`src/rtl/adder_meas_pkg.sv`:
```
// adder_meas_pkg: shared state encoding, default timing constants and LA readback bit map
package adder_meas_pkg;
  typedef enum logic [2:0] {
    ST_IDLE,
    ST_LOAD,
    ST_RUN,
    ST_SETTLE,
    ST_CAPTURE,
    ST_DONE
  } meas_state_e;
  localparam int SETTLE_CYCLES_DEF = 4;
  localparam int MAX_READS_DEF     = 16;
  localparam int BIT_SUM_ERR       = 0;
  localparam int BIT_UNSTABLE      = 1;
  localparam int BIT_BUSY          = 2;
  localparam int BIT_DONE          = 3;
endpackage

```
`src/rtl/capture_stabilizer.sv`:
```
// capture_stabilizer: samples the ring counter each enabled cycle and flags two equal consecutive reads or read exhaustion
module capture_stabilizer #(
  parameter int WIDTH     = 32,
  parameter int MAX_READS = 16
) (
  input  logic             clk,
  input  logic             rst_n,
  input  logic             i_en,
  input  logic [WIDTH-1:0] i_sample,
  output logic             o_match,
  output logic             o_timeout,
  output logic [WIDTH-1:0] o_value
);
  localparam int CW = $clog2(MAX_READS + 1);
  logic [WIDTH-1:0] r_sample;
  logic [CW-1:0]    r_reads;
  always_ff @(posedge clk or negedge rst_n) begin
    if (!rst_n) begin
      r_sample <= '0;
      r_reads  <= '0;
    end else if (!i_en) begin
      r_reads <= '0;
    end else begin
      r_sample <= i_sample;
      r_reads  <= r_reads + CW'(1);
    end
  end
  // the live input is the current read; r_reads counts reads already taken
  assign o_match   = i_en && (r_reads != '0) && (i_sample == r_sample);
  assign o_timeout = i_en && !o_match && (r_reads == CW'(MAX_READS - 1));
  assign o_value   = i_sample;
endmodule

```
`src/rtl/adder_measure_ctrl.sv`:
```
// adder_measure_ctrl: sequences operand apply, static sum check, timed ring-oscillator window and ring-count capture
module adder_measure_ctrl
  import adder_meas_pkg::*;
#(
  parameter int WIDTH         = 32,
  parameter int WIN_W         = 24,
  parameter int SETTLE_CYCLES = SETTLE_CYCLES_DEF,
  parameter int MAX_READS     = MAX_READS_DEF
) (
  input  logic             wb_clk_i,
  input  logic             reset_n,
  input  logic             start,
  input  logic [WIDTH-1:0] op_a,
  input  logic [WIDTH-1:0] op_b,
  input  logic [WIN_W-1:0] window,
  input  logic [WIDTH-1:0] adder_sum,
  input  logic [WIDTH-1:0] ring_count,
  output logic [WIDTH-1:0] adder_a,
  output logic [WIDTH-1:0] adder_b,
  output logic             ring_en,
  output logic             count_clr,
  output logic             busy,
  output logic             done,
  output logic [WIDTH-1:0] result_count,
  output logic [WIDTH-1:0] sum_val,
  output logic             sum_err,
  output logic             unstable
);
  localparam logic [WIN_W-1:0] SETTLE_LAST = WIN_W'(SETTLE_CYCLES - 1);
  meas_state_e      r_state, w_nxt;
  logic             r_start_q;
  logic [WIN_W-1:0] r_win, r_cnt;
  logic [WIDTH-1:0] r_expected, w_value;
  logic             w_start_edge, w_cnt_zero, w_match, w_timeout;
  assign w_start_edge = start & ~r_start_q;
  assign w_cnt_zero   = (r_cnt == '0);
  assign busy         = (r_state != ST_IDLE);
  assign done         = (r_state == ST_DONE);
  always_ff @(posedge wb_clk_i or negedge reset_n) begin
    if (!reset_n) r_state <= ST_IDLE;
    else          r_state <= w_nxt;
  end
  always_comb begin
    w_nxt = r_state;
    case (r_state)
      ST_IDLE:    w_nxt = w_start_edge ? ST_LOAD : ST_IDLE;
      ST_LOAD:    w_nxt = !w_cnt_zero ? ST_LOAD : (r_win == '0) ? ST_SETTLE : ST_RUN;
      ST_RUN:     w_nxt = w_cnt_zero ? ST_SETTLE : ST_RUN;
      ST_SETTLE:  w_nxt = w_cnt_zero ? ST_CAPTURE : ST_SETTLE;
      ST_CAPTURE: w_nxt = (w_match || w_timeout) ? ST_DONE : ST_CAPTURE;
      default:    w_nxt = ST_IDLE;
    endcase
  end
  // r_cnt holds remaining cycles minus one in the current timed state
  always_ff @(posedge wb_clk_i or negedge reset_n) begin
    if (!reset_n) begin
      r_start_q    <= 1'b0;
      r_win        <= '0;
      r_cnt        <= '0;
      r_expected   <= '0;
      adder_a      <= '0;
      adder_b      <= '0;
      ring_en      <= 1'b0;
      count_clr    <= 1'b0;
      result_count <= '0;
      sum_val      <= '0;
      sum_err      <= 1'b0;
      unstable     <= 1'b0;
    end else begin
      r_start_q <= start;
      ring_en   <= (w_nxt == ST_RUN);
      count_clr <= (w_nxt == ST_LOAD);
      if (r_state != w_nxt) r_cnt <= (w_nxt == ST_RUN) ? r_win - WIN_W'(1) : SETTLE_LAST;
      else if (!w_cnt_zero) r_cnt <= r_cnt - WIN_W'(1);
      if (r_state == ST_IDLE && w_start_edge) begin
        r_win      <= window;
        adder_a    <= op_a;
        adder_b    <= op_b;
        r_expected <= op_a + op_b;
        sum_err    <= 1'b0;
        unstable   <= 1'b0;
      end
      if (r_state == ST_LOAD && w_cnt_zero) begin
        sum_val <= adder_sum;
        sum_err <= (adder_sum != r_expected);
      end
      if (r_state == ST_CAPTURE && (w_match || w_timeout)) begin
        result_count <= w_value;
        unstable     <= ~w_match;
      end
    end
  end
  capture_stabilizer #(.WIDTH(WIDTH), .MAX_READS(MAX_READS)) u_cap (
    .clk      (wb_clk_i),
    .rst_n    (reset_n),
    .i_en     (r_state == ST_CAPTURE),
    .i_sample (ring_count),
    .o_match  (w_match),
    .o_timeout(w_timeout),
    .o_value  (w_value)
  );
endmodule

```
`config.mk`:
```
export PLATFORM = sky130hd
export DESIGN_NAME = adder_measure_ctrl
export DESIGN_NICKNAME = d
export VERILOG_FILES = /design/src/rtl/adder_meas_pkg.sv /design/src/rtl/capture_stabilizer.sv /design/src/rtl/adder_measure_ctrl.sv
export SDC_FILE = /design/constraint.sdc
export NUM_CORES = 1
export LEC_CHECK = 0
export CAP_MARGIN = 20
export CORE_UTILIZATION = 45
export DETAILED_ROUTE_END_ITERATION = 6
export HOLD_SLACK_MARGIN = 0.12
export PLACE_DENSITY = 0.73
export SLEW_MARGIN = 25
export SYNTH_ARGS = -nofsm -noshare
export SYNTH_HDL_FRONTEND = slang
export SYNTH_SLANG_ARGS = --single-unit
```
`constraint.sdc`:
```
create_clock -name wb_clk_i -period 7.4 [get_ports wb_clk_i]
set_input_delay 1.11 -clock wb_clk_i [delete_from_list [all_inputs] [get_ports wb_clk_i]]
set_output_delay 1.11 -clock wb_clk_i [all_outputs]
set_load 0.005 [all_outputs]
```
Yosys cells after proc, flatten, opt, wreduce, memory -nomap -nowiden
Index checks and enable logic that the tools add are counted.
Word-level totals
  register bits after elaboration: 253
  input port bits: 155
Cells by class
  add/sub/neg operators: 4
  equal/unequal tests: 12
  mux-type cells: 14
  bitwise logic cells: 3
  reduce and logical (&&, ||, !) cells: 16
Operators with widths (count)
  24-bit 2-to-1 mux: 3
  24-bit logical NOT: 2
  24-bit by 1-bit subtractor with 24-bit output (second input constant): 2
  32-bit adder: 1
  32-bit == test: 1
  32-bit != test: 1
  3-bit one-hot mux with 5 select lines: 1
  3-bit by 2-bit == test with 1-bit output (second input constant): 3
  1-bit logical AND: 7
  1-bit 2-to-1 mux: 7
  3-bit by 1-bit == test with 1-bit output (second input constant): 2
  3-bit == test (second input constant): 2
  5-bit by 1-bit adder with 5-bit output (second input constant): 1
  5-bit by 4-bit == test with 1-bit output (second input constant): 1
  5-bit 2-to-1 mux: 1
  5-bit nonzero test: 1
  2-bit nonzero test: 2
  3-bit logical NOT: 1
  3-bit 2-to-1 mux: 1
  3-bit != test: 1
  3-bit nonzero test: 1
  2-bit 2-to-1 mux: 1
  2-bit by 1-bit != test with 1-bit output (second input constant): 1
  1-bit NOT: 2
  3 further kinds: 3

Logic depth before layout (Yosys ltp)
Gate-level depths: netlist (run 1).
  depth in word-level cells: 12
  mapped depth: 11

Modules after synthesis
From an unflattened synthesis (run 1), not the netlist that was laid out.
Unflattened totals
  cells, all modules: 1285
  area total of the unflattened synthesis: 12887.4 um^2
By module, submodules not included
  adder_measure_ctrl: times used 1, cells an instance 1117, area each 10839.1 um^2, seq. area each 5405.2 um^2
  capture_stabilizer: times used 1, cells an instance 168, area each 2048.2 um^2, seq. area each 925.9 um^2

Worst setup path after synthesis (run 1)
No wires, ideal clock.
  kind: input-to-reg
  start point: input port op_a[9]
  end point: register r_expected[28]
  library setup time: 0.095 ns
  arrival: 3.134 ns
  data required time: 7.305 ns
  path slack: 4.170 ns
  cell stages on the path: 9
  buffers on the path: 0
  path through: ha_1 a21oi_2 o21ai_0 or4_1 o21ai_1 a21oi_1 or3_1 and3_1 o31ai_1
On the way
  word-level cells in the longest chain between the ends: 1
RTL lines
  start, declared: line adder_measure_ctrl.sv:13  | input logic [WIDTH-1:0] op_a,
  32-bit adder: line adder_measure_ctrl.sv:79  | r_expected <= op_a + op_b;
  end signal, assigned: line adder_measure_ctrl.sv:79
  end, declared: line adder_measure_ctrl.sv:33  | logic [WIDTH-1:0] r_expected, w_value;
No other way between the ends.
A chain may end at the register's enable or synchronous reset.

Final worst setup path (run 1)
  start point: register r_cnt[0]
  end point: register r_cnt[16]
On the way
  word-level cells in the longest chain between the ends: 6
  elaborated cells on any way between the ends: 12
  those cells by class: 1 x add/sub; 3 x eq/ne; 7 x mux; 1 x reduce/logical
RTL lines
  start, declared: line adder_measure_ctrl.sv:32  | logic [WIN_W-1:0] r_win, r_cnt;
  start signal, assigned: line adder_measure_ctrl.sv:73  | if (r_state != w_nxt) r_cnt <= (w_nxt == ST_RUN) ? r_win - WIN_W'(1) : SETTLE_LAST;
  start signal, assigned: line adder_measure_ctrl.sv:74  | else if (!w_cnt_zero) r_cnt <= r_cnt - WIN_W'(1);
  24-bit logical NOT: line adder_measure_ctrl.sv:36  | assign w_cnt_zero = (r_cnt == '0);
  3-bit 2-to-1 mux (tied with other cells): line adder_measure_ctrl.sv:49  | ST_SETTLE: w_nxt = w_cnt_zero ? ST_CAPTURE : ST_SETTLE;
  3-bit one-hot mux with 5 select lines: line adder_measure_ctrl.sv:45  | case (r_state)
  3-bit by 2-bit == test with 1-bit output: line adder_measure_ctrl.sv:73
  24-bit 2-to-1 mux (2 in series): line adder_measure_ctrl.sv:73
Parallel ways exist; a longest one is shown, timed or not. The select of a mux whose other input is x is not followed.

==> results of run 1 <==
[layout by cell type, fill, tap and decap left out, types with 3 or more instances in the layout]
cell type	instances
nand2_1	503
clkdlybuf4s50_1	287
dfrtp_1	253
xor2_1	86
o21ai_0	50
xnor2_1	46
nor2_1	43
ha_1	36
a21oi_1	35
mux2_2	32
clkbuf_16	27
nor3_1	25
nor4_1	22
o22ai_1	21
nand3_1	20
inv_1	18
a21o_1	14
or3_1	12
clkbuf_1	9
and3_1	7
buf_4	7
nand2b_1	6
or4_1	6
nor3b_1	6
and2_1	5
nand4_1	5
o31ai_1	5
o21bai_1	5
mux2i_1	4
a21boi_0	4
a211oi_1	4
clkbuf_8	4
nor3_2	3
nor2b_1	3
a22oi_1	3
o211ai_1	3
clkinv_2	3
[layout make-up]
class	instances	area share [%]
Antenna cell	2	0.0298
Clock buffer	40	4.56
Clock inverter	6	0.366
Inverter	18	0.403
Multi-Input combinational cell	1061	36.4
Sequential cell	253	37.8
Tap cell	378	2.82
Timing Repair Buffer	296	17.7
[cell families (layout without fill, tap and decap cells)]
family          count (synthesis)  count (layout)
flops                         253             253
xor+xnor                      132             132
compound gates                165             165
other cells                     0               2
buf+inv                        73             360
mux                            36              36
fa+ha+maj                      37              37
simple gates                  691             691
[metrics by stage]
step           power [W]  util [%]  worst slack [ns]
3_3_place_gp     0.00189      57.4              3.37
6_report         0.00316      60.4              3.66
5_1_grt          0.00329      60.3              3.35
3_5_place_dp     0.00190      57.4              3.30
2_1_floorplan    0.00167         -              4.17
4_1_cts          0.00320      60.3              3.64
[cell usage after synthesis, drive strengths merged, types with 24 or more instances]
cell type / instances / area share [%]
nand2: 505 / 15
dfrtp: 253 / 50
xor2: 86 / 5.9
o21ai: 51 / 2.0
xnor2: 46 / 3.2
nor2: 45 / 1.4
a21oi: 38 / 1.6
clkbuf: 36 / 1.1
ha: 36 / 3.5
mux2: 32 / 2.8
nor3: 28 / 1.2
nor4: 24 / 1.3
[per-layer routing]
metal	vias up	wire, um	share of wire (%)	track usage, %
li1	5175	-	-	-
met1	5045	14100	42	29.1
met2	299	16300	48	39.3
met3	63	2320	6.9	5.60
met4	8	921	2.7	6.93
met5	-	58	0.17	0
[power by group]
group | internal (W) | leakage [nW] | switching, W
clock | 0.000744 | 0.403 | 0.000543
sequential | 0.00143 | 2.94 | 0.0000356
combinational | 0.000207 | 4.17 | 0.000201
total | 0.00238 | 7.51 | 0.000780
[worst max-delay path, cell delays in order, from the launching register on]
cell and delay (ns):
dfrtp_1 0.38, inv_1 0.10, ha_1 0.18, or3b_2 0.51, nor3_2 0.28, nand3b_4 0.17
or2_4 0.33, nor2_4 0.64, nand2_1 0.68, o22ai_1 0.36
[worst min-delay path by stage]
stage / startpoint / to / depth (start not counted)
2_1_floorplan: u_cap.r_reads[0]$_DFF_PN0_ / u_cap.r_reads[0]$_DFF_PN0_ / 1
3_3_place_gp: sum_val[14]$_DFFE_PN0P_ / sum_val[14]$_DFFE_PN0P_ / 2
3_5_place_dp: sum_val[21]$_DFFE_PN0P_ / sum_val[21]$_DFFE_PN0P_ / 2
4_1_cts: sum_val[21]$_DFFE_PN0P_ / sum_val[21]$_DFFE_PN0P_ / 2
5_1_grt: sum_val[21]$_DFFE_PN0P_ / sum_val[21]$_DFFE_PN0P_ / 2
6_report: sum_val[10]$_DFFE_PN0P_ / sum_val[10]$_DFFE_PN0P_ / 2
[sequential cells by signal, indices dropped and copies added (netlist names), 24 cells and up]
name and cells:
adder_a 32, adder_b 32, r_cnt 24, r_expected 32, r_win 24, result_count 32
sum_val 32, u_cap.r_sample 32
==> qor.csv, run 1 <==
metric,value,unit
DRC viols,5,
clock root cell,clkbuf_16,
Clock Skews,0.0152,ns
HP Class,reg2reg,
post-synthesis mux area share,3.15,%
asr flop ratio synth,100,%
Netlist Area Pre-Place,12700,um^2
dpl hpwl,24.3,mm
post-CTS sizing,0,
final wirelength,33.7,mm
Layout Nets,1849,
final hold violation count,0,
first-pass GRT wire length,53.2,mm
Max-slew headroom,34.5,%
Inst Count DP,2006,
RR Startpoint,r_cnt[0]$_DFFE_PN0P_,
worst setup path class,reg2reg,
worst r2r path cells,9,
worst-path maximum fanout,33,
placer congestion estimate,0.868,
gr ovfl total,0,
Yosys cell types,70,
fin crit share,50.5,%
initial antenna violation count,6,
GRT Total Usage,23.1,%
CTS buffer count,27,
Core Region,27800,um^2
site row count,61,
R2R Setup Slk,3.66,ns
WP data required,7.83,ns
Max-Cap Viols,0,
Max clock buf depth,3,
CTS sink cnt,253,
worst vdd ir,0.137,mV
number of synthesized flops with an enable pin,0,
CTS clock-pin slew for the worst setup and hold paths,0.06,ns
drt wl/cell,16.4,um
Total Die Area,29000,um^2
hold_buf cts,0,
depth of the CTS H-tree,1,
fin area,16800,um^2
simple-gate share of the synthesized area,23.9,%
critical path startpoint,r_cnt[0]$_DFFE_PN0P_,
# IOs,289,
Critical Path End Type,flop,
"Slew Viols, Final",0,
Worst Hold Slack,0.466,ns
final setup fails,0,
Via density,5.16,
leakage power,7.51,nW
DP Area,15900,um^2
fillers,2444,
post-layout minimum cycle time,3.74,ns
final cell count without fillers,2054,
critical path arrival,4.17,ns
Synth warnings,0,
Final TNS setup,0,ns
combinational family with the most area after synthesis,simple AND/OR/NAND/NOR gates,
status,finished with violations,
Die Ht,170,um
Critical Path Start Type,flop,
area occupied by multi-input gates,6100,um^2
failing checks,DRC,
Power Dens Cells,189,nW/um^2
Worst Setup EP,r_cnt[16]$_DFFE_PN0P_,
vias in the first global route,10400,
Max Clk Rate,267,MHz
CTS tree,yes,
RSZ-0062 raised after global routing,false,
FF+latch area,6330,um^2
number of port buffers,288,
synthesized instance count,1387,
routed via count,10600,
die width,170,um
Synth Area in XOR/XNOR,9.08,%
post-synthesis adder-cell area fraction,3.70,%
capture point of the worst reg-to-reg path,r_cnt[16]$_DFFE_PN0P_,
clock latency on the worst-skew pair,0.54,ns
maximum number of pins on one net before global-route repair,163,
Syn Nets,1579,
Initial Util,45.8,%
setup repair bufs after CTS,0,
Initial DRT Pass Iterations,7,
ANT nets after route,0,
complex-gate fraction of the synthesized area,8.09,%
DRT iter0 DRCs,639,
Avg Inst Size Synth,9.18,um^2
ys flop type,dfrtp_1,
Yosys reg bits,253,
Least-Margin Pin Slew,0.982,ns
fraction of layout cells with a size suffix above 1,6.33,%
"Seq/Total Area, Yosys",49.7,%
area delta synth->final,31.7,%
No activity file was read; power rests on OpenSTA's default activity.
==> run 2: changes to the inputs <==
==> constraint.sdc (replaced) <==
create_clock -name wb_clk_i -period 3.9 [get_ports wb_clk_i]
set_input_delay 0.585 -clock wb_clk_i [delete_from_list [all_inputs] [get_ports wb_clk_i]]
set_output_delay 0.585 -clock wb_clk_i [all_outputs]
set_load 0.005 [all_outputs]
==> qor.csv, run 2 (same netlist as run 1, synthesis figures left out) <==
metric,value,unit
status,"complete, no violations",
fin area,17100,um^2
most frequent cells in the layout,"nand2_1 (503), clkdlybuf4s50_1 (287), dfrtp_1 (253)",
initial antenna violation count,5,
number of port buffers,288,
ANT nets after route,0,
Die Ht,170,um
worst-path maximum fanout,3,
routed via count,10500,
CTS tree,yes,
die width,170,um
post-layout minimum cycle time,3.14,ns
final hold violation count,0,
Met1 Wirelength,14.4,mm
final wirelength,33.6,mm
drt wl/cell,16.2,um
area delta synth->final,34.2,%
RSZ-0062 raised after global routing,false,
gr ovfl total,0,
leakage power,7.67,nW
site row count,61,
worst setup path class,in2reg,
Least-Margin Pin Slew,0.868,ns
worst vdd ir,0.286,mV
WL met3,2.42,mm
DRC viols,0,
Core Region,27800,um^2
Top Metal Used,met5,
Initial Util,45.8,%
Max clock buf depth,3,
Critical Path Start Type,input port,
Power Dens Cells,384,nW/um^2
Clock Skews,0.00788,ns
Via density,5.09,
Total Die Area,29000,um^2
WP data required,4.32,ns
Design Power,0.00657,W
clock root cell,clkbuf_16,
"Slew Viols, Final",0,
Max-slew headroom,42.1,%
HP Class,reg2reg,
DRT iter0 DRCs,596,
maximum number of pins on one net before global-route repair,105,
Max-Cap Viols,0,
fin crit share,80.4,%
Critical Path End Type,flop,
fraction of layout cells with a size suffix above 1,7.30,%
Worst Hold Slack,0.464,ns
CTS buffer count,28,
DP Area,16000,um^2
Final TNS setup,0,ns
critical path arrival,3.56,ns
Worst path max stage delay,0.48,ns
CP Cell Sequence,"clkdlybuf4s50_1, ha_1, inv_1, fa_1, nor2b_1, o2111ai_1, a21boi_0, o21ai_1, a21oi_1, or3_1, nand2_1, o41ai_1",
# IOs,289,
clock latency on the worst-skew pair,0.54,ns
GRT Total Usage,23.3,%
Top delay family on crit path,compound AO/OA/AOI/OAI gates,
final setup fails,0,
metal2 WL,15.8,mm
vias in the first global route,10300,
Initial DRT Pass Iterations,5,
dpl hpwl,24.8,mm
"most common cell after layout, fill and taps aside",nand2_1,
CTS clock-pin slew for the worst setup and hold paths,0.06,ns
WP buf/inv,2,
fillers,2395,
placer congestion estimate,0.874,
first-pass GRT wire length,53.6,mm
Layout Nets,1856,
setup repair bufs after CTS,0,
Max Clk Rate,319,MHz
CP max-delay cell,clkdlybuf4s50_1,
depth of the CTS H-tree,1,
CTS sink cnt,253,
## run 2: changes by cell type in the layout (fill, tap and decap cells not counted), moves of 2 or more
cell,before,now
clkbuf_16,27,29
buf_12,1,3
clkbuf_8,4,10
buf_4,7,10
clkbuf_1,9,3
bufinv_16,1,6
## run 2: layout make-up
| type | instances | area (um^2) | share of cell area, % |
|---|---|---|---|
| flip-flops and latches | 253 | 6330 | 37.0 |
| repair buffers | 302 | 3030 | 17.7 |
| clock inverters | 10 | 200 | 1.17 |
| well taps | 378 | 473 | 2.77 |
| clock buffers | 42 | 875 | 5.12 |
| diodes | 2 | 5.00 | 0.0293 |
| multi-input cells | 1061 | 6100 | 35.7 |
| inverters | 18 | 67.6 | 0.395 |
## run 2: through the flow
stage / setup WS, ns / util (%) / std cells
after CTS: 0.785 / 61.5 / 2064
final: 0.763 / 61.5 / 2066
after global routing: 0.494 / 61.5 / 2064
after floorplan: 1.20 / - / 1387
after global placement: 0.288 / 57.6 / 2011
after detailed placement: 0.222 / 57.6 / 2011
## run 2: timing repair
item | in CTS | in global routing
endpoints found under the hold margin | 12 | 0
gates resized for setup | 0 | 0
hold buffers | 1 | 0
## run 2: power breakdown
group	leakage [nW]	switching (W)	internal [W]
clock	0.533	0.00107	0.00194
sequential	2.94	0.0000681	0.00272
combinational	4.20	0.000380	0.000396
## run 2: worst register-to-register path, delay by kind of cell (launching register included)
family | cells | cell delay, ns
fa+ha+maj | 1 | 0.17
simple gates | 5 | 1.84
flops | 1 | 0.40
compound gates | 1 | 0.09
buf+inv | 2 | 0.34
## run 2: routing by layer
layer | vias up | global-route usage, %
li1 | 5192 | -
met1 | 4983 | 30.1
met2 | 280 | 38.0
met3 | 62 | 6.30
met4 | 4 | 7.64
met5 | - | 0
## run 2: worst paths after layout
| kind | to | cells after the start | from | slack, ns |
|---|---|---|---|---|
| setup / recovery | r_expected[30]$_DFFE_PN0P_ | 12 | op_a[0] | 0.76 |
| hold / removal | sum_val[19]$_DFFE_PN0P_ | 2 | sum_val[19]$_DFFE_PN0P_ | 0.46 |
| setup reg to reg | r_cnt[10]$_DFFE_PN0P_ | 9 | r_win[0]$_DFFE_PN0P_ | 0.94 |
| hold reg to reg | sum_val[19]$_DFFE_PN0P_ | 2 | sum_val[19]$_DFFE_PN0P_ | 0.46 |
| max in group asynchronous | adder_a[6]$_DFFE_PN0P_ | 3 | reset_n | 2.15 |
| min in group asynchronous | result_count[7]$_DFFE_PN0P_ | 2 | reset_n | 0.66 |
==> run 3: changes to the inputs <==
==> constraint.sdc (replaced) <==
create_clock -name wb_clk_i -period 3 [get_ports wb_clk_i]
set_input_delay 0.45 -clock wb_clk_i [delete_from_list [all_inputs] [get_ports wb_clk_i]]
set_output_delay 0.45 -clock wb_clk_i [all_outputs]
set_load 0.005 [all_outputs]
==> qor.csv, run 3 (same netlist as run 1, synthesis figures left out) <==
metric,value,unit
fraction of layout cells with a size suffix above 1,9.78,%
GRT Total Usage,23.9,%
final setup fails,0,
placer congestion estimate,0.863,
area delta synth->final,36.7,%
R2R Setup Slk,0.33,ns
power share of the clock group,43.3,%
Final TNS setup,0,ns
vias in the first global route,10800,
Design Power,0.00829,W
post-CTS sizing,0,
DRC viols,0,
Min-Delay Endpoint,r_start_q$_DFF_PN0_,
Critical Path End Type,flop,
dpl hpwl,25.5,mm
DP Area,16400,um^2
final cell count without fillers,2119,
Core Region,27800,um^2
Max clock buf depth,3,
hold-critical path depth,1,
clock root cell,clkbuf_16,
Max Clk Rate,362,MHz
CTS sink cnt,253,
Switching Fraction,24.2,%
capture point of the worst reg-to-reg path,r_cnt[5]$_DFFE_PN0P_,
worst-path maximum fanout,3,
WP data required,3.44,ns
Switch Pwr,0.00200,W
Max-Cap Viols,0,
Critical Path Start Type,input port,
DRT iter0 DRCs,597,
Power Dens Cells,477,nW/um^2
depth of the CTS H-tree,1,
most frequent cells in the layout,"nand2_1 (503), clkdlybuf4s50_1 (287), dfrtp_1 (253)",
Least-Margin Pin Slew,0.665,ns
HP Start,start,
fillers,2359,
die width,170,um
Clock Skews,0.0184,ns
Comb pwr share,13.1,%
Total Die Area,29000,um^2
maximum number of pins on one net before global-route repair,99,
leakage power,7.88,nW
"Slew Viols, Final",0,
RSZ-0062 raised after global routing,false,
Max-slew headroom,55.7,%
worst r2r path cells,10,
worst setup path class,in2reg,
Initial Util,45.8,%
setup repair bufs after CTS,0,
Die Ht,170,um
first-pass GRT wire length,55.1,mm
fin crit share,92.2,%
final hold violation count,0,
gr ovfl total,0,
site row count,61,
"most common cell after layout, fill and taps aside",nand2_1,
HP Class,in2reg,
status,"complete, no violations",
post-layout minimum cycle time,2.76,ns
internal power,0.00629,W
post-route setup slack,0.235,ns
# IOs,289,
final wirelength,34.3,mm
Setup WS pre-CTS,-0.326,ns
drt wl/cell,16.2,um
Layout Nets,1908,
Via density,5.08,
fin area,17400,um^2
RR Startpoint,r_cnt[0]$_DFFE_PN0P_,
CTS clock-pin slew for the worst setup and hold paths,0.06,ns
number of port buffers,288,
Reg power frac,43.6,%
CTS buffer count,29,
initial antenna violation count,6,
Initial DRT Pass Iterations,5,
Inst Count DP,2062,
worst vdd ir,0.422,mV
routed via count,10800,
critical path arrival,3.21,ns
clock latency on the worst-skew pair,0.55,ns
CTS tree,yes,
ANT nets after route,0,
==> run 3: cell count changes in the layout (fill, tap and decap cells not counted), sizes merged <==
cell      before  now
buf           14   65
inv           18   20
diode          2    3
clkinvlp       0    1
clkbuf        42   43
bufinv         6    3
==> run 3: power by group through the flow <==
stage               sequential, W  combinational, W  clock (W)
finish                    0.00362           0.00109    0.00359
CTS                       0.00362           0.00110    0.00367
floorplan                 0.00366          0.000462          0
global placement          0.00368           0.00107          0
global route              0.00363           0.00121    0.00381
detailed placement        0.00368           0.00109          0
==> run 3: layer usage <==
metal,wire length [um],global-route usage [%]
met1,14500,30.3
met2,16300,40.3
met3,2480,5.91
met4,916,7.29
met5,46,0
==> run 3: timing repair <==
item	in CTS	in global routing
endpoints found under the setup margin	0	0
hold buffers	1	0
hold endpoints to repair	72	0
==> run 3: stage by stage <==
step                      util [%]  hold slack, ns
after global placement        59.1           0.449
after CTS                     62.6           0.390
final                         62.6           0.413
after floorplan                  -           0.154
after global routing          62.6           0.411
after detailed placement      59.1           0.457
==> run 3: layout make-up <==
cell class              count  area [um^2]  area share [%]
repair buffers            353         3440            19.8
multi-input cells        1061         6100            35.1
flip-flops and latches    253         6330            36.4
inverters                  18         67.6           0.388
diodes                      3         7.51          0.0431
clock buffers              43          838            4.82
clock inverters            10          138           0.791
well taps                 378          473            2.72
==> run 3: worst max-delay path: stages <==
cell and delay [ns]:
clkdlybuf4s50_1 0.44, ha_1 0.33, a21oi_1 0.22, o21ai_0 0.16, or4_1 0.44, o21ai_1 0.24, a21oi_1 0.14, or3_1 0.42
and3_1 0.18, o31ai_1 0.19
==> run 3: worst max path at each step <==
stage	start	endpoint	slack, ns
after floorplan	op_a[9]	r_expected[28]$_DFFE_PN0P_	0.43
after global placement	op_a[7]	r_expected[28]$_DFFE_PN0P_	-0.29
after detailed placement	op_b[7]	r_expected[28]$_DFFE_PN0P_	-0.33
after CTS	op_a[7]	r_expected[28]$_DFFE_PN0P_	0.23
after global routing	op_b[7]	r_expected[28]$_DFFE_PN0P_	0.05
final	op_a[7]	r_expected[28]$_DFFE_PN0P_	0.24
